--- src/rtl/hc_core_if.sv ---
// rtl/hc_core_if.sv - instruction and data memory bus of hc_core
interface hc_core_if #(
    parameter int DW = 8
) ();
    localparam int AW = 2 * DW;

    logic [AW-1:0] imem_addr;
    logic [7:0]    imem_data;
    logic [AW-1:0] mem_addr;
    logic [DW-1:0] mem_wdata;
    logic [DW-1:0] mem_rdata;
    logic          mem_rd;
    logic          mem_wr;

    modport master (
        output imem_addr,
        input  imem_data,
        output mem_addr,
        output mem_wdata,
        input  mem_rdata,
        output mem_rd,
        output mem_wr
    );

    modport slave (
        input  imem_addr,
        output imem_data,
        input  mem_addr,
        input  mem_wdata,
        output mem_rdata,
        input  mem_rd,
        input  mem_wr
    );
endinterface

--- src/rtl/hc_core.sv ---
// rtl/hc_core.sv - two-cycle stack-machine core with DMA bus hold
module hc_core #(
    parameter int          DW       = 8,
    parameter int          SD       = 3,
    parameter logic [63:0] RESET_PC = 64'd0,
    localparam int         AW       = 2 * DW,
    localparam int         LW       = $clog2(SD + 1)
) (
    input  logic          clk,
    input  logic          nReset,
    input  logic          nDMA_REQ,
    output logic          nDMA_ACK,
    hc_core_if.master     bus,
    output logic [AW-1:0] pc_out,
    output logic [DW-1:0] stackA_out,
    output logic [DW-1:0] stackB_out,
    output logic [DW-1:0] stackC_out,
    output logic [LW-1:0] stack_level,
    output logic          stack_ovf,
    output logic          flag_c,
    output logic          flag_z
);

    typedef enum logic [1:0] {
        ST_FETCH = 2'd0,
        ST_EXEC  = 2'd1,
        ST_HOLD  = 2'd2
    } state_t;

    state_t        r_state;
    state_t        w_state_nxt;

    logic [AW-1:0] r_pc;
    logic [7:0]    r_ir;
    logic [DW-1:0] r_stk [SD];
    logic [LW-1:0] r_level;
    logic          r_ovf;
    logic          r_c;
    logic          r_z;

    logic [3:0]    w_op;
    logic [3:0]    w_n;
    logic [DW-1:0] w_a;
    logic [DW-1:0] w_b;
    logic [DW-1:0] w_c;
    logic [AW-1:0] w_short;
    logic [AW-1:0] w_ba;
    logic [AW-1:0] w_pc_inc;
    logic [DW:0]   w_sum;
    logic [DW:0]   w_diff;
    logic          w_cond;

    logic          w_mem_rd;
    logic          w_mem_wr;
    logic [AW-1:0] w_mem_addr;
    logic [DW-1:0] w_mem_wdata;
    logic          w_push;
    logic [DW-1:0] w_push_val;
    logic [AW-1:0] w_pc_nxt;
    logic          w_upd_c;
    logic          w_c_nxt;
    logic          w_ls;
    logic          w_jl;

    assign w_op     = r_ir[7:4];
    assign w_n      = r_ir[3:0];
    assign w_a      = r_stk[0];
    assign w_b      = r_stk[1];
    assign w_c      = r_stk[2];
    assign w_short  = {{(AW-4){1'b0}}, w_n};
    assign w_ba     = {w_b, w_a};
    assign w_pc_inc = r_pc + AW'(1);
    assign w_sum    = {1'b0, w_a} + {1'b0, w_b};
    // Subtract is A + ~B + 1 so the carry out is the "no borrow" flag.
    assign w_diff   = {1'b0, w_a} + {1'b0, ~w_b} + (DW+1)'(1);

    // State register; reset may land in any state, including EXEC or HOLD.
    always_ff @(posedge clk or negedge nReset) begin
        if (!nReset) begin
            r_state <= ST_FETCH;
        end else begin
            r_state <= w_state_nxt;
        end
    end

    // Sequencing: the DMA request only matters at the end of EXEC or while holding.
    always_comb begin
        w_state_nxt = r_state;
        case (r_state)
            ST_FETCH: w_state_nxt = ST_EXEC;
            ST_EXEC:  w_state_nxt = nDMA_REQ ? ST_FETCH : ST_HOLD;
            ST_HOLD:  w_state_nxt = nDMA_REQ ? ST_FETCH : ST_HOLD;
            default:  w_state_nxt = ST_FETCH;
        endcase
    end

    // Jump condition on the flags as they stood before this instruction.
    always_comb begin
        w_cond = 1'b0;
        case (w_n[2:0])
            3'd0:    w_cond = 1'b1;
            3'd2:    w_cond = r_c;
            3'd3:    w_cond = ~r_c;
            3'd4:    w_cond = r_z;
            3'd5:    w_cond = ~r_z;
            default: w_cond = 1'b0;
        endcase
    end

    // Instruction decode; everything is quiet outside EXEC.
    always_comb begin
        w_mem_rd    = 1'b0;
        w_mem_wr    = 1'b0;
        w_mem_addr  = '0;
        w_mem_wdata = '0;
        w_push      = 1'b0;
        w_push_val  = '0;
        w_pc_nxt    = w_pc_inc;
        w_upd_c     = 1'b0;
        w_c_nxt     = r_c;
        w_ls        = 1'b0;
        w_jl        = 1'b0;
        if (r_state == ST_EXEC) begin
            case (w_op)
                4'h0: begin
                    w_mem_wr    = 1'b1;
                    w_mem_addr  = w_short;
                    w_mem_wdata = w_c;
                end
                4'h1: begin
                    w_mem_wr    = 1'b1;
                    w_mem_addr  = w_short;
                    w_mem_wdata = w_a;
                end
                4'h2: begin
                    w_mem_wr    = 1'b1;
                    w_mem_addr  = w_short;
                    w_mem_wdata = w_diff[DW-1:0];
                    w_upd_c     = 1'b1;
                    w_c_nxt     = w_diff[DW];
                end
                4'h3: begin
                    w_mem_wr    = 1'b1;
                    w_mem_addr  = w_short;
                    w_mem_wdata = w_sum[DW-1:0];
                    w_upd_c     = 1'b1;
                    w_c_nxt     = w_sum[DW];
                end
                4'h4: begin
                    w_mem_wr    = 1'b1;
                    w_mem_addr  = w_short;
                    w_mem_wdata = w_a ^ w_b;
                end
                4'h5: begin
                    w_mem_wr    = 1'b1;
                    w_mem_addr  = w_short;
                    w_mem_wdata = w_a | w_b;
                end
                4'h6: begin
                    w_mem_wr    = 1'b1;
                    w_mem_addr  = w_short;
                    w_mem_wdata = w_a & w_b;
                end
                4'h8: begin
                    w_mem_rd   = 1'b1;
                    w_mem_addr = w_ba;
                    w_push     = 1'b1;
                    w_push_val = bus.mem_rdata;
                end
                4'h9: begin
                    w_mem_rd   = 1'b1;
                    w_mem_addr = w_short;
                    w_push     = 1'b1;
                    w_push_val = bus.mem_rdata;
                end
                4'hA: begin
                    w_push     = 1'b1;
                    w_push_val = {w_a[DW-1:4], w_n};
                end
                4'hC: w_ls = 1'b1;
                4'hE: begin
                    if (w_cond) begin
                        w_pc_nxt = w_ba;
                    end
                end
                4'hF: begin
                    w_jl     = 1'b1;
                    w_pc_nxt = w_ba;
                end
                default: ;
            endcase
        end
    end

    // Architectural state: IR loads in FETCH, everything else commits at the end of EXEC.
    always_ff @(posedge clk or negedge nReset) begin
        if (!nReset) begin
            r_pc    <= RESET_PC[AW-1:0];
            r_ir    <= '0;
            r_level <= '0;
            r_ovf   <= 1'b0;
            r_c     <= 1'b0;
            r_z     <= 1'b0;
            for (int k = 0; k < SD; k++) begin
                r_stk[k] <= '0;
            end
        end else begin
            if (r_state == ST_FETCH) begin
                r_ir <= bus.imem_data;
            end
            if (r_state == ST_EXEC) begin
                r_pc <= w_pc_nxt;
                if (w_mem_wr) begin
                    r_z <= (w_mem_wdata == '0);
                end
                if (w_upd_c) begin
                    r_c <= w_c_nxt;
                end
                if (w_push) begin
                    for (int k = SD - 1; k > 0; k--) begin
                        r_stk[k] <= r_stk[k-1];
                    end
                    r_stk[0] <= w_push_val;
                    if (r_level == LW'(SD)) begin
                        r_ovf <= 1'b1;
                    end else begin
                        r_level <= r_level + LW'(1);
                    end
                end else if (w_ls) begin
                    r_stk[0] <= {w_a[DW-5:0], w_n};
                end else if (w_jl) begin
                    r_stk[0] <= w_pc_inc[DW-1:0];
                    r_stk[1] <= w_pc_inc[AW-1:DW];
                end
            end
        end
    end

    assign nDMA_ACK      = (r_state != ST_HOLD);
    assign bus.imem_addr = r_pc;
    assign bus.mem_rd    = w_mem_rd;
    assign bus.mem_wr    = w_mem_wr;
    assign bus.mem_addr  = w_mem_addr;
    assign bus.mem_wdata = w_mem_wdata;

    assign pc_out      = r_pc;
    assign stackA_out  = r_stk[0];
    assign stackB_out  = r_stk[1];
    assign stackC_out  = r_stk[2];
    assign stack_level = r_level;
    assign stack_ovf   = r_ovf;
    assign flag_c      = r_c;
    assign flag_z      = r_z;

endmodule

--- src/flat_wrapper.sv ---
// flat-port wrapper written by rule: the top's interface ports become plain ports
module hc_core_flat 
#(
    parameter int          DW       = 8,
    parameter int          SD       = 3,
    parameter logic [63:0] RESET_PC = 64'd0,
    localparam int         AW       = 2 * DW,
    localparam int         LW       = $clog2(SD + 1)
)
  (clk, nReset, nDMA_REQ, nDMA_ACK, pc_out, stackA_out, stackB_out, stackC_out, stack_level, stack_ovf, flag_c, flag_z, bus_imem_addr, bus_imem_data, bus_mem_addr, bus_mem_wdata, bus_mem_rdata, bus_mem_rd, bus_mem_wr);
  hc_core_if #(.DW(DW)) bus_i ();
  input  logic clk;
  input  logic nReset;
  input  logic nDMA_REQ;
  output logic nDMA_ACK;
  output logic [AW-1:0] pc_out;
  output logic [DW-1:0] stackA_out;
  output logic [DW-1:0] stackB_out;
  output logic [DW-1:0] stackC_out;
  output logic [LW-1:0] stack_level;
  output logic stack_ovf;
  output logic flag_c;
  output logic flag_z;
  output wire logic [$bits(bus_i.imem_addr)-1:0] bus_imem_addr;
  input wire logic [$bits(bus_i.imem_data)-1:0] bus_imem_data;
  output wire logic [$bits(bus_i.mem_addr)-1:0] bus_mem_addr;
  output wire logic [$bits(bus_i.mem_wdata)-1:0] bus_mem_wdata;
  input wire logic [$bits(bus_i.mem_rdata)-1:0] bus_mem_rdata;
  output wire logic [$bits(bus_i.mem_rd)-1:0] bus_mem_rd;
  output wire logic [$bits(bus_i.mem_wr)-1:0] bus_mem_wr;
  assign bus_imem_addr = bus_i.imem_addr;
  assign bus_i.imem_data = bus_imem_data;
  assign bus_mem_addr = bus_i.mem_addr;
  assign bus_mem_wdata = bus_i.mem_wdata;
  assign bus_i.mem_rdata = bus_mem_rdata;
  assign bus_mem_rd = bus_i.mem_rd;
  assign bus_mem_wr = bus_i.mem_wr;
  hc_core #(.DW(DW), .SD(SD), .RESET_PC(RESET_PC)) u_core (.clk(clk), .nReset(nReset), .nDMA_REQ(nDMA_REQ), .nDMA_ACK(nDMA_ACK), .bus(bus_i), .pc_out(pc_out), .stackA_out(stackA_out), .stackB_out(stackB_out), .stackC_out(stackC_out), .stack_level(stack_level), .stack_ovf(stack_ovf), .flag_c(flag_c), .flag_z(flag_z));
endmodule
--- config.mk ---
export PLATFORM = sky130hd
export DESIGN_NAME = hc_core_flat
export DESIGN_NICKNAME = d
export VERILOG_FILES = /design/src/rtl/hc_core_if.sv /design/src/rtl/hc_core.sv /design/src/flat_wrapper.sv
export SDC_FILE = /design/constraint.sdc
export NUM_CORES = 1
export LEC_CHECK = 0
export CAP_MARGIN = 0
export CORE_MARGIN = 3
export CORE_UTILIZATION = 50
export CTS_CLUSTER_SIZE = 24
export DETAILED_ROUTE_END_ITERATION = 8
export GPL_TIMING_DRIVEN = 0
export PLACE_DENSITY_LB_ADDON = 0.05
export SLEW_MARGIN = 0
export SYNTH_ARGS = -nofsm -noshare
export SYNTH_HDL_FRONTEND = slang
export SYNTH_SLANG_ARGS = --single-unit
--- constraint.sdc ---
create_clock -name clk -period 3 [get_ports clk]
set_input_delay 0.45 -clock clk [delete_from_list [all_inputs] [get_ports clk]]
set_output_delay 0.45 -clock clk [all_outputs]
set_load 0.05 [all_outputs]
# Word-level counts from Yosys, hierarchy flattened
# Cells that the tools add are included.
# W data, S select, Z words.
[word_totals]
latch_bits = 0
n_memories = 0
regBits = 55
elab_cells = 93
mem_bits_ro = 0
ramBits = 0
[op_classes]
muxes = 27
multipliers = 0
div_mod_pow = 0
bitwise = 7
n_eq_ne = 22
n_reduce_logical = 21
shift = 0
order_cmp = 0
addsub = 5
[ops]
columns = ["op", "n"]
rows = [
  ["$mux W16", 4],
  ["$pmux W16 S2", 2],
  ["$pmux W8 S7", 1],
  ["$eq A4 B4 Y1 const B", 6],
  ["$mux W8", 3],
  ["$add A8 B8 Y9", 2],
  ["$add A16 B1 Y16 const B", 1],
  ["$pmux W8 S2", 1],
  ["$reduce_and A3 Y1", 5],
  ["$eq A4 B3 Y1 const B", 3],
  ["$mux W1", 12],
  ["$add A9 B1 Y9 const B", 1],
  ["$and A8 B8 Y8", 1],
  ["$eq A4 B2 Y1 const B", 2],
  ["$logic_not A8 Y1", 1],
  ["$not A8 Y8", 1],
  ["$or A8 B8 Y8", 1],
  ["$reduce_or A8 Y1", 1],
  ["$xor A8 B8 Y8", 1],
  ["$reduce_or A7 Y1", 1],
  ["$eq A3 B2 Y1 const B", 2],
  ["$eq A3 B3 Y1 const B", 2],
  ["$reduce_and A2 Y1", 3],
  ["$reduce_or A2 Y1", 3],
  ["other kinds (17)", 22],
]

# Logic depth before layout (Yosys ltp)
[depth]
word_depth = 6
ltp_mapped = 10
mapped_depth_nobuf = 9

# Worst setup path after synthesis
# No wires, ideal clock.
[synth_path]
kind = "register to output"
startpoint = "reg u_core.r_stk (netlist bit u_core.stackA_out[0])"
endpoint = "out bus_mem_wdata[0]"
path_stages_with_launch = 6
setup_slack_ns = -0.427
required_ns = 2.550
t_arrival_ns = 2.977
n_path_buf = 0
cell_sequence = "dfrtp_1 inv_1 ha_1 mux2i_1 o2111a_1 nor4_1"
[synth_via]
elab_chain_len = 4
word_cells_on_any_way = 8
[synth_rtl]
columns = ["item", "line", "rtl"]
rows = [
  ["start, declared", "hc_core.sv:35", "logic [DW-1:0] r_stk [SD];"],
  ["start signal, assigned by index", "hc_core.sv:221", "r_stk[k] <= r_stk[k-1];"],
  ["$add A8 B8 Y9", "hc_core.sv:75", "assign w_diff = {1'b0, w_a} + {1'b0, ~w_b} + (DW+1)'(1);"],
  ["$add A9 B1 Y9", "hc_core.sv:75", ""],
  ["$pmux W8 S7 (*)", "hc_core.sv:124", "case (w_op)"],
  ["$mux W8 (*)", "hc_core.sv:123", "if (r_state == ST_EXEC) begin"],
  ["end, declared", "flat_wrapper.sv:27", "output wire logic [$bits(bus_i.mem_wdata)-1:0] bus_mem_wdata;"],
]
# Every way passes the cells marked *; elsewhere a longest branch is shown, timed or not.

# Final worst setup path
[layout_path]
startpoint = "reg u_core.r_ir[5]"
endpoint = "out bus_mem_rd"
[layout_via]
elab_chain_len = 4
word_cells_on_any_way = 5
[layout_rtl]
columns = ["item", "line", "rtl"]
rows = [
  ["start, declared", "hc_core.sv:34", "logic [7:0] r_ir;"],
  ["start signal, assigned", "hc_core.sv:209", "r_ir <= bus.imem_data;"],
  ["$eq A4 B4 Y1", "hc_core.sv:124", ""],
  ["$reduce_or A2 Y1 (no source line) (*)", "n/a", ""],
  ["$mux W1 (*)", "hc_core.sv:124", ""],
  ["$mux W1 (*)", "hc_core.sv:123", ""],
  ["end, declared", "flat_wrapper.sv:29", "output wire logic [$bits(bus_i.mem_rd)-1:0] bus_mem_rd;"],
]
# Marks and branches as above.

==> results.toml <==
[status]
outcome = "finished with violations"
violations = "setup timing"

[die]
fp.dieW_um = 102
die_h_um = 102
coreArea_mm2 = 0.00881
die-area_mm2 = 0.0103
num_io_pins = 107
start_util_pct = 52.0
rows = 34

[routing]
wl_mm = 16.2
vias = 4754
drc = 0
wl_per_cell_um = 20.6
drt_iter0_markers = 346
first_pass_iters = 5
antenna_left = 0
vias_per_cell = 6.06

[finish]
drive_gt1_share_pct = 21.2
fin_util_pct = 71.4
layout_commonest_cell = "clkdlybuf4s50_1"
multiInputGateArea_mm2 = 0.00303
final_cell_mix = "80 x clkdlybuf4s50_1, 45 x o21ai_0, 45 x dfrtp_1"
fin_cells = 784
area_delta_synth_final_pct = 37.3
antenna_cells = 0
nFillCells = 694
seqCellArea_mm2 = 0.00139
nets = 727

[place]
globalplace.congestion = 0.972
portBuffers = 106
dp.cells = 762
hpwl_mm = 12.0

[global_routing]
grt_max_degree = 40
grt_pass1_vias = 4574
grt.total_usage_pct = 31.3
grt_pass1_wl_mm = 25.2
antenna_found_initial = 0
overflow = 0

[job]
drv_cap = 0

[min_path]
min_path_type = "in -> async"

[synth]
yosysSeqAreaShare_pct = 30.0
synthCells = 547
synth_ff_type = "dfrtp_1"
synth_enable_flop_cells = 0
synth_top_cell_area_share_pct = 30.0
synthTopCellsByArea = "dfrtp_1 30%, ha_1 8.5%, o21ai_0 5.0%"
yosys_warnings = 0
async_reset_ff_share_pct = 100
synth_nets = 599
synth-seq-cells = 55
yosys.area.top_type = "dfrtp_1"
synth_area_mm2 = 0.00458
ys_types = 61
avgSynthCellArea_um2 = 8.38

[sta]
report.final.slew_viol_count = 0
rsz0062_at_grt = "true"
setup_viol = 2
fin_crit_sh_pct = 102
post-route-worst-setup-slack_ns = -0.0518
fmax_ghz = 0.328
hold-worst-slack_ns = 0.0506
finalHoldViolations = 0
tightest_slew_ns = 0.907
skew_ns = 0.0137
slew_headroom_pct = 39.0
min_period_ns = 3.05

[clock_network]
clock-root-buffer = "clkbuf_8"
cts.sinks = 55
insertion_delay_ns = 0.33
hold_buffers = 0
tritoncts = "yes"
clk_pin_slew_ns = 0.12
htree_levels = 2
ctsLongestPathBuffers = 2
cts_buffers = 5

[setup_path]
worstPathRequired_ns = 2.55
r2r_end = "u_core.flag_z"
critPathSlowestCell = "nor3_1"
crit_start = "u_core.r_ir[5]"
crit_fanout = 10
rr_startpoint = "u_core.stackA_out[0]"
crit_type = "reg -> out"
worstPathArrival_ns = 2.60
r2r_slack_ns = 0.12
path_cells = "buf_2 -> buf_2 -> buf_1 -> nor3_1 -> dlygate4sd2_1"
crit_path_max_incr_delay_ns = 0.62
startpoint_type = "register"
crit_path_end_kind = "output pin"
setup.worst_path.end = "bus_mem_rd"
reg2reg_depth = 9
cp_common_cell = "buf_2"
how the worst min path moves through the flow:
stage / from / endpoint / slack, ns / cells past startpoint
2_1_floorplan: nReset / u_core.bus.imem_addr[0] / 0.15 / 0
6_report: nReset / u_core.flag_z / 0.05 / 1
4_1_cts: nReset / u_core.flag_z / 0.07 / 1
3_3_place_gp: u_core.stack_ovf / u_core.stack_ovf / 0.44 / 1
5_1_grt: nReset / u_core.flag_z / 0.08 / 1
3_5_place_dp: nReset / u_core.r_ir[1] / 0.43 / 1
cell usage after synthesis (all sizes together) (6+ instances only):
cell type,count
inv,48
a22oi,19
xnor2,16
nor2,34
a31oi,6
and2,17
mux2i,17
and3,9
o21ai,49
ha,31
a211oi,9
a21oi,25
nor3b,6
clkbuf,19
nor3,12
buf,29
a22o,7
mux2,12
nand3,13
dfrtp,55
nand2,39
cells by family (layout without fill, tap and decap cells):
| kind of cell | after synthesis | in the layout | share of synthesized area (%) |
|---|---|---|---|
| compound gates | 162 | 162 | 23.8 |
| xor+xnor | 19 | 19 | 3.63 |
| fa+ha+maj | 33 | 33 | 9.34 |
| buf+inv | 96 | 225 | 9.53 |
| flops | 55 | 55 | 30.0 |
| mux | 29 | 29 | 6.66 |
| simple gates | 153 | 153 | 17.0 |
final cells by class:
type                       count  share of cell area, %
tap                          108                   2.15
timing repair buffer         125                   19.0
clock inverter                 2                  0.259
multi-input combinational    396                   48.2
inverter                      48                   2.94
sequential                    55                   22.1
clock buffer                   6                   1.15
buffer                        44                   4.16
critical path: cells and delay by family, from the launching register on:
family,cells,cell delay (ns)
flops,1,0.37
simple gates,1,0.62
buf+inv,4,1.29
state kept, by name, indices dropped and copies added (netlist names):
name	cells
u_core.flag_c	1
u_core.r_ir	8
u_core.stack_level	2
u_core.bus.imem_addr	16
u_core.stackA_out	8
u_core.stack_ovf	1
u_core.stackC_out	8
u_core.r_state	2
u_core.flag_z	1
u_core.stackB_out	8
metrics by stage:
stage                     instance area [um^2]  worst slack (ns)  TNS (ns)
after global placement                    5800            -0.775    -31.42
after global routing                      6290            -0.167    -0.465
final                                     6290           -0.0518   -0.0940
after CTS                                 6110           -0.0418   -0.0730
after detailed placement                  5810            -0.793    -10.21
after floorplan                           4600            -0.168    -0.168
routing by layer:
metal,share of wire (%),GRT usage [%],wire length (um),vias up
li1,-,-,-,2197
met1,43,42.3,6900,2298
met2,48,51.9,7730,220
met3,6.5,4.55,1040,39
met4,3.0,9.51,478,0
met5,0,0,0,-
repair_timing:
item / CTS / global route
gates resized for setup: 130 / 47
hold endpoints to repair: 0 / 0
setup buffers: 13 / 5
gates cloned: 0 / 0
pin swaps: 4 / 8
setup endpoints to repair: 27 / 25
Power is left out: the tool's default activity adds up to more than one toggle a clock period on the data nets, which glitch-free logic cannot reach.
